$ cat src/rtl/flash_map_pkg.sv
// Shared types and constants for the program-flash chip-select map and its responders.
package flash_map_pkg;

  localparam int unsigned ADDR_W_DEF = 32;
  localparam int unsigned DATA_W_DEF = 16;
  localparam int unsigned CS_W_DEF   = 16;

  localparam int unsigned FLASH0_IDX = 0;
  localparam int unsigned FLASH1_IDX = 1;

  // No chip selected (chip-selects are active-low).
  localparam logic [CS_W_DEF-1:0] CS_NONE = '1;

  typedef enum logic [1:0] {
    IDLE = 2'b00,
    WAIT = 2'b01,
    RESP = 2'b10
  } flash_state_t;

endpackage

$ cat src/rtl/flash_chip_responder_if.sv
// Initiator/responder bus of the active-low chip-select program-flash interface.
interface flash_chip_responder_if
  import flash_map_pkg::*;
#(
  parameter int unsigned CS_W   = CS_W_DEF,
  parameter int unsigned ADDR_W = ADDR_W_DEF,
  parameter int unsigned DATA_W = DATA_W_DEF
);

  logic [CS_W-1:0]   cs_n;
  logic [ADDR_W-1:0] address;
  logic              req;
  logic              we;
  logic [DATA_W-1:0] wdata;
  logic [DATA_W-1:0] rdata;
  logic              ready;
  logic              busy;
  logic              err;

  modport master (
    output cs_n, address, req, we, wdata,
    input  rdata, ready, busy, err
  );

  modport slave (
    input  cs_n, address, req, we, wdata,
    output rdata, ready, busy, err
  );

endinterface

$ cat src/rtl/flash_wait_counter.sv
// Loadable down-counter for memory-responder wait states; done_c flags the last wait cycle.
module flash_wait_counter #(
  parameter int unsigned CNT_W = 4
) (
  input  logic             clk,
  input  logic             nRESET,
  input  logic             load,
  input  logic [CNT_W-1:0] load_val,
  input  logic             dec,
  output logic             done_c
);

  logic [CNT_W-1:0] count_q;

  // Load has priority over decrement; the count never wraps below zero.
  always_ff @(posedge clk or negedge nRESET) begin
    if (!nRESET) begin
      count_q <= '0;
    end else if (load) begin
      count_q <= load_val;
    end else if (dec && (count_q != '0)) begin
      count_q <= count_q - CNT_W'(1);
    end
  end

  assign done_c = (count_q == CNT_W'(1));

endmodule

$ cat src/rtl/flash_chip_responder.sv
// Chip-side responder modelling one program-flash IC on one bit of the chip-select vector.
// Optional write protect input wp_n is enabled by defining FLASH_WRITE_PROTECT_EN.
module flash_chip_responder
  import flash_map_pkg::*;
#(
  parameter int unsigned ADDR_W      = ADDR_W_DEF,
  parameter int unsigned DATA_W      = DATA_W_DEF,
  parameter int unsigned CS_W        = CS_W_DEF,
  parameter int unsigned CS_INDEX    = FLASH0_IDX,
  parameter int unsigned DEPTH_LOG2  = 8,
  parameter int unsigned WAIT_STATES = 3
) (
  input  logic clk,
  input  logic nRESET,
`ifdef FLASH_WRITE_PROTECT_EN
  input  logic wp_n,
`endif
  flash_chip_responder_if.slave bus
);

  localparam int unsigned DEPTH = 1 << DEPTH_LOG2;
  localparam int unsigned CNT_W = 4;
  localparam logic [CS_W-1:0] IDX_MASK = CS_W'(1) << CS_INDEX;

  flash_state_t state_q, state_d;

  logic [DEPTH_LOG2-1:0] idx_q;
  logic                  we_q;
  logic [DATA_W-1:0]     wdata_q;
  logic [DATA_W-1:0]     rdata_q;
  logic                  ready_q;
  logic                  busy_q;
  logic                  err_q;
  logic [DATA_W-1:0]     mem [DEPTH];

  logic                  sel_c, multi_c, cnt_done_c;
  logic                  latch_c, cnt_load_c, cnt_dec_c, acc_c, err_d;
  logic                  mem_we_c, rd_c, prot_c;
  logic [DEPTH_LOG2-1:0] bus_idx_c, acc_idx_c;
  logic                  acc_we_c;
  logic [DATA_W-1:0]     acc_wdata_c;
  logic                  unused_addr_c;

  // Chip decode: own bit low, and either alone (sel) or with another chip (multi).
  assign sel_c     = !bus.cs_n[CS_INDEX] && ((bus.cs_n | IDX_MASK) == '1);
  assign multi_c   = !bus.cs_n[CS_INDEX] && ((bus.cs_n | IDX_MASK) != '1);
  assign bus_idx_c = bus.address[DEPTH_LOG2:1];
  assign unused_addr_c = ^{bus.address[ADDR_W-1:DEPTH_LOG2+1], bus.address[0]};

`ifdef FLASH_WRITE_PROTECT_EN
  logic wp_hit_q;

  // Sticky record of write protect seen since the request was accepted.
  always_ff @(posedge clk or negedge nRESET) begin
    if (!nRESET) begin
      wp_hit_q <= 1'b0;
    end else if (latch_c) begin
      wp_hit_q <= !wp_n;
    end else if (state_q == WAIT) begin
      wp_hit_q <= wp_hit_q || !wp_n;
    end
  end
`endif

  flash_wait_counter #(.CNT_W(CNT_W)) u_wait_cnt (
    .clk      (clk),
    .nRESET   (nRESET),
    .load     (cnt_load_c),
    .load_val (CNT_W'(WAIT_STATES)),
    .dec      (cnt_dec_c),
    .done_c   (cnt_done_c)
  );

  // FSM state register.
  always_ff @(posedge clk or negedge nRESET) begin
    if (!nRESET) state_q <= IDLE;
    else         state_q <= state_d;
  end

  // Next state, counter control and access decode; zero wait states access straight from the bus.
  always_comb begin
    state_d     = state_q;
    latch_c     = 1'b0;
    cnt_load_c  = 1'b0;
    cnt_dec_c   = 1'b0;
    acc_c       = 1'b0;
    err_d       = 1'b0;
    mem_we_c    = 1'b0;
    rd_c        = 1'b0;
    prot_c      = 1'b0;
    acc_idx_c   = idx_q;
    acc_we_c    = we_q;
    acc_wdata_c = wdata_q;

    case (state_q)
      IDLE: begin
        acc_idx_c   = bus_idx_c;
        acc_we_c    = bus.we;
        acc_wdata_c = bus.wdata;
        if (bus.req && sel_c) begin
          latch_c    = 1'b1;
          cnt_load_c = 1'b1;
          if (WAIT_STATES == 0) begin
            state_d = RESP;
            acc_c   = 1'b1;
          end else begin
            state_d = WAIT;
          end
        end else if (bus.req && multi_c) begin
          err_d = 1'b1;
        end
      end
      WAIT: begin
        if (!sel_c) begin
          state_d = IDLE;
          err_d   = 1'b1;
        end else if (cnt_done_c) begin
          state_d = RESP;
          acc_c   = 1'b1;
        end else begin
          cnt_dec_c = 1'b1;
        end
      end
      RESP: state_d = IDLE;
      default: state_d = IDLE;
    endcase

`ifdef FLASH_WRITE_PROTECT_EN
    prot_c = (state_q == IDLE) ? !wp_n : (wp_hit_q || !wp_n);
`endif
    mem_we_c = acc_c && acc_we_c && !prot_c;
    rd_c     = acc_c && !acc_we_c;
    if (acc_c && acc_we_c && prot_c) err_d = 1'b1;
  end

  // Registered outputs and the request latch.
  always_ff @(posedge clk or negedge nRESET) begin
    if (!nRESET) begin
      idx_q   <= '0;
      we_q    <= 1'b0;
      wdata_q <= '0;
      rdata_q <= '0;
      ready_q <= 1'b0;
      busy_q  <= 1'b0;
      err_q   <= 1'b0;
    end else begin
      ready_q <= acc_c;
      busy_q  <= (state_d != IDLE);
      err_q   <= err_d;
      if (latch_c) begin
        idx_q   <= bus_idx_c;
        we_q    <= bus.we;
        wdata_q <= bus.wdata;
      end
      if (rd_c) rdata_q <= mem[acc_idx_c];
    end
  end

  // Word array: not reset, so contents survive nRESET.
  always_ff @(posedge clk) begin
    if (nRESET && mem_we_c) mem[acc_idx_c] <= acc_wdata_c;
  end

  assign bus.rdata = rdata_q;
  assign bus.ready = ready_q;
  assign bus.busy  = busy_q;
  assign bus.err   = err_q;

endmodule

$ cat src/flat_wrapper.sv
// flat-port wrapper written by rule: the top's interface ports become plain ports
module flash_chip_responder_flat import flash_map_pkg::*;
#(
  parameter int unsigned ADDR_W      = ADDR_W_DEF,
  parameter int unsigned DATA_W      = DATA_W_DEF,
  parameter int unsigned CS_W        = CS_W_DEF,
  parameter int unsigned CS_INDEX    = FLASH0_IDX,
  parameter int unsigned DEPTH_LOG2  = 8,
  parameter int unsigned WAIT_STATES = 3
)
  (clk, nRESET, bus_cs_n, bus_address, bus_req, bus_we, bus_wdata, bus_rdata, bus_ready, bus_busy, bus_err);
  flash_chip_responder_if #(.CS_W(CS_W), .ADDR_W(ADDR_W), .DATA_W(DATA_W)) bus_i ();
  input  logic clk;
  input  logic nRESET;
  input wire logic [$bits(bus_i.cs_n)-1:0] bus_cs_n;
  input wire logic [$bits(bus_i.address)-1:0] bus_address;
  input wire logic [$bits(bus_i.req)-1:0] bus_req;
  input wire logic [$bits(bus_i.we)-1:0] bus_we;
  input wire logic [$bits(bus_i.wdata)-1:0] bus_wdata;
  output wire logic [$bits(bus_i.rdata)-1:0] bus_rdata;
  output wire logic [$bits(bus_i.ready)-1:0] bus_ready;
  output wire logic [$bits(bus_i.busy)-1:0] bus_busy;
  output wire logic [$bits(bus_i.err)-1:0] bus_err;
  assign bus_i.cs_n = bus_cs_n;
  assign bus_i.address = bus_address;
  assign bus_i.req = bus_req;
  assign bus_i.we = bus_we;
  assign bus_i.wdata = bus_wdata;
  assign bus_rdata = bus_i.rdata;
  assign bus_ready = bus_i.ready;
  assign bus_busy = bus_i.busy;
  assign bus_err = bus_i.err;
  flash_chip_responder #(.ADDR_W(ADDR_W), .DATA_W(DATA_W), .CS_W(CS_W), .CS_INDEX(CS_INDEX), .DEPTH_LOG2(DEPTH_LOG2), .WAIT_STATES(WAIT_STATES)) u_core (.clk(clk), .nRESET(nRESET), .bus(bus_i));
endmodule
$ cat config.mk
export PLATFORM = sky130hd
export DESIGN_NAME = flash_chip_responder_flat
export DESIGN_NICKNAME = d
export VERILOG_FILES = /design/src/rtl/flash_map_pkg.sv /design/src/rtl/flash_chip_responder_if.sv /design/src/rtl/flash_wait_counter.sv /design/src/rtl/flash_chip_responder.sv /design/src/flat_wrapper.sv
export SDC_FILE = /design/constraint.sdc
export NUM_CORES = 2
export LEC_CHECK = 0
export CAP_MARGIN = 25
export CORE_ASPECT_RATIO = 0.7
export CORE_MARGIN = 5
export CORE_UTILIZATION = 55
export CTS_CLUSTER_DIAMETER = 100
export DETAILED_ROUTE_END_ITERATION = 6
export PLACE_DENSITY = 0.72
export SETUP_SLACK_MARGIN = 0.4
export SLEW_MARGIN = 0
export SYNTH_ARGS = -nofsm -noshare
export SYNTH_HDL_FRONTEND = slang
export SYNTH_SLANG_ARGS = --single-unit
$ cat constraint.sdc
create_clock -name clk -period 15.5 [get_ports clk]
set_clock_uncertainty 0.2 [all_clocks]
set_input_delay 3.875 -clock clk [delete_from_list [all_inputs] [get_ports clk]]
set_output_delay 3.875 -clock clk [all_outputs]
set_load 0.01 [all_outputs]
==> run metrics <==
final setup fails=0; Yosys reg bits=about 4100; failing checks=design-rule violations, max-slew violations; HPWL after DPL=roughly 230 mm; IO buf count=62; Max stage delay on crit path=approximately 0.93 ns; register area share after synthesis=about four fifths; post-synthesis average cell area=~18 um2; fin cells=about 13000; CP Max Fanout=140; antenna violations before repair=20; vias in the first global route=~85000; endpoints failing hold=0; DR vias/cell=between 6 and 7; Buf+Inv Stages, Crit Path=5; Worst path slowest cell=a41oi_1; Final ANT Viol Nets=0; global-route wire length before repair=a little over 600 mm; maximum vdd drop=93.2 uV; Post-CTS Hold Fix Bufs=0; minimum clock period=about 9.0 ns; 1st-iter DRT viols=16700; number of synthesized flops with an enable pin=just over 4000; Synth Flop Type=edfxtp_1; worst hold-check path type=reg -> reg; die footprint=~290000 um2; ys async rst share=1.21%; Hold Slack=between 0.3 and 0.4 ns; run status=finished with violations; drt pass-1 iters=7; Final nets=~9000; Reg2Reg Depth=13; post-cts gate resize count=0; Setup crit start kind=primary input; row count=162; Worst Tran Pin Value=between 1.5 and 2 ns; Hold Crit Depth=1; P&R area growth vs syn=11.9%; Critical Setup Path Class=in -> reg; Setup TNS=0 ns; max_slew headroom=-7.66%; CTS sink cnt=about 4100; Synth Instances=8689; Post-CTS Setup Bufs=0; grt total ovfl=0; Lkg Pwr=slightly above 50 nW; f_max=between 0.1 and 0.15 GHz; H-tree level count=5; GPL Wtd Cong=0.843; P per Cell Area=roughly 130 nW/um2; CTS clk-pin slew, worst paths=about 0.06 ns; Max-Cap Viols=0; Die Y=451 um; CP cell instances=clkdlybuf4s50_1 -> or4_1 -> o31ai_4 -> buf_12 -> buf_12 -> buf_4 -> a22oi_1 -> a21oi_1 -> o41ai_1 -> buf_4 -> a41oi_1 -> nor4_1 -> o21ai_1; CP arrival=around 9.5 ns; largest net degree at the start of global routing=220; Setup crit end kind=flip-flop; final period utilization=57.8%; TritonCTS clock tree=built; root buf cell=clkbuf_16; DRC Markers=2; final wirelength=427 mm; Starting Density=between 50% and 60%; All-Layer GR Usage=28.7%; Req. time, crit path=between 15 and 20 ns; via count=roughly 90000; clock latency at the later pin of the worst-skew pair=approximately 0.92 ns; die width=about 640 um; Post-Syn Area=between 150000 and 200000 um2; I/O pin cnt=87; syn_nets=a little under 9000; DR WL/cell=~33 um; Top delay family on crit path=buffers and inverters; share of cells above drive strength 1=a little under an eighth; Max clock buf depth=4; Unique masters post-synth=46; Inst Count DP=between 10000 and 15000; CORE AREA=278000 um2; Yosys warning count=0; RSZ-0062 raised after global routing=no; Pins Over Slew Limit=68; cell depth of the worst setup path=13; TritonCTS buffer count=357
-- cells in the mapped netlist, types with 22 or more instances --
cell | number | area [um2]
a21oi_1 | 1025 | 5130
nand2_1 | 101 | 379
dfrtp_1 | 50 | 1250
clkbuf_1 | 175 | 657
a22oi_1 | 2048 | 15400
nor2_1 | 262 | 983
o21ai_1 | 22 | 110
edfxtp_1 | 4096 | 123000
buf_1 | 51 | 191
o41ai_1 | 256 | 2240
a41oi_1 | 64 | 561
buf_2 | 401 | 2010
-- flip-flops by register name (all words and copies together), names as in the netlist --
signal	count
u_core.bus.busy	1
u_core.bus.err	1
u_core.bus.rdata	16
u_core.bus.ready	1
u_core.idx_q	8
u_core.mem	4096
u_core.state_q	2
u_core.u_wait_cnt.count_q	4
u_core.wdata_q	16
u_core.we_q	1
-- placed cells by master, fill, tap and decap left out, types with 18 or more instances in the layout --
master / count
a41oi_1: 64
nand2_4: 19
clkbuf_1: 81
diode_2: 24
o41ai_2: 37
buf_12: 30
buf_2: 21
clkbuf_16: 368
clkinv_2: 50
clkinv_1: 73
edfxtp_1: 4096
bufinv_16: 25
o41ai_1: 219
clkdlybuf4s50_1: 61
nor2_2: 19
a21oi_1: 1025
nor2_1: 243
a22oi_1: 2048
dfrtp_1: 50
nand2_1: 74
buf_4: 399
mux2_2: 21
nor4_1: 18
-- cell families after synthesis --
kind of cell	Yosys count	synth area share, %
DFF	4146	81.2
AOI/OAI and AO/OA	3435	15.4
buffers and inverters	657	2.03
and+or+nand+nor	423	1.15
muxes	22	0.161
xor gates and xnor gates	3	0.0172
adders and majority gates	3	0.0245
-- layout make-up --
type / instances / area [um2]
Antenna cell: 24 / 60.1
Clock buffer: 453 / 9570
Clock inverter: 181 / 1600
Fill cell: 18900 / 107000
Inverter: 8 / 30.0
Multi-Input combinational cell: 3886 / 26300
Sequential cell: 4146 / 124000
Tap cell: 3690 / 4620
Timing Repair Buffer: 547 / 4780
-- per-stage QoR --
| stage | worst slack [ns] | power (mW) | instance area, um2 | util [%] |
|---|---|---|---|---|
| 2_1_floorplan | 7.51 | 13.1 | 153000 | - |
| 4_1_cts | 6.84 | 22.0 | 171000 | 61.5 |
| 3_5_place_dp | 5.93 | 13.5 | 160000 | 57.4 |
| 3_3_place_gp | 5.99 | 13.5 | 159000 | 57.3 |
| 6_report | 6.54 | 22.0 | 171000 | 61.6 |
| 5_1_grt | 6.54 | 22.6 | 171000 | 61.6 |
-- routing by layer --
layer	global-route usage (%)	routed length (um)	vias up
met2	40.7	188000	7109
li1	-	-	36800
met4	9.83	14900	6
met3	9.26	64500	822
met5	0.133	34	-
met1	42.3	159000	45300
-- worst paths after layout --
| path | from | endpoint | slack (ns) |
|---|---|---|---|
| worst min register to register | u_core.wdata_q[15] | u_core.wdata_q[15] | 0.31 |
| worst max register to register | u_core.state_q[0] | u_core.bus.rdata[3] | 9.19 |
| max in group asynchronous | nRESET | u_core.bus.rdata[11] | 11.64 |
| min in group asynchronous | nRESET | u_core.bus.rdata[0] | 2.94 |
| worst min-delay path | u_core.wdata_q[15] | u_core.wdata_q[15] | 0.31 |
| worst max-delay path | bus_address[1] | u_core.bus.rdata[3] | 6.54 |
-- power breakdown --
group | internal [mW] | switching (mW) | total, mW
combinational | 0.227 | 0.766 | 0.993
clock | 4.79 | 3.91 | 8.70
sequential | 12.3 | 0.0000500 | 12.3
total | 17.3 | 4.67 | 22.0
No activity file was read; power rests on OpenSTA's default activity.
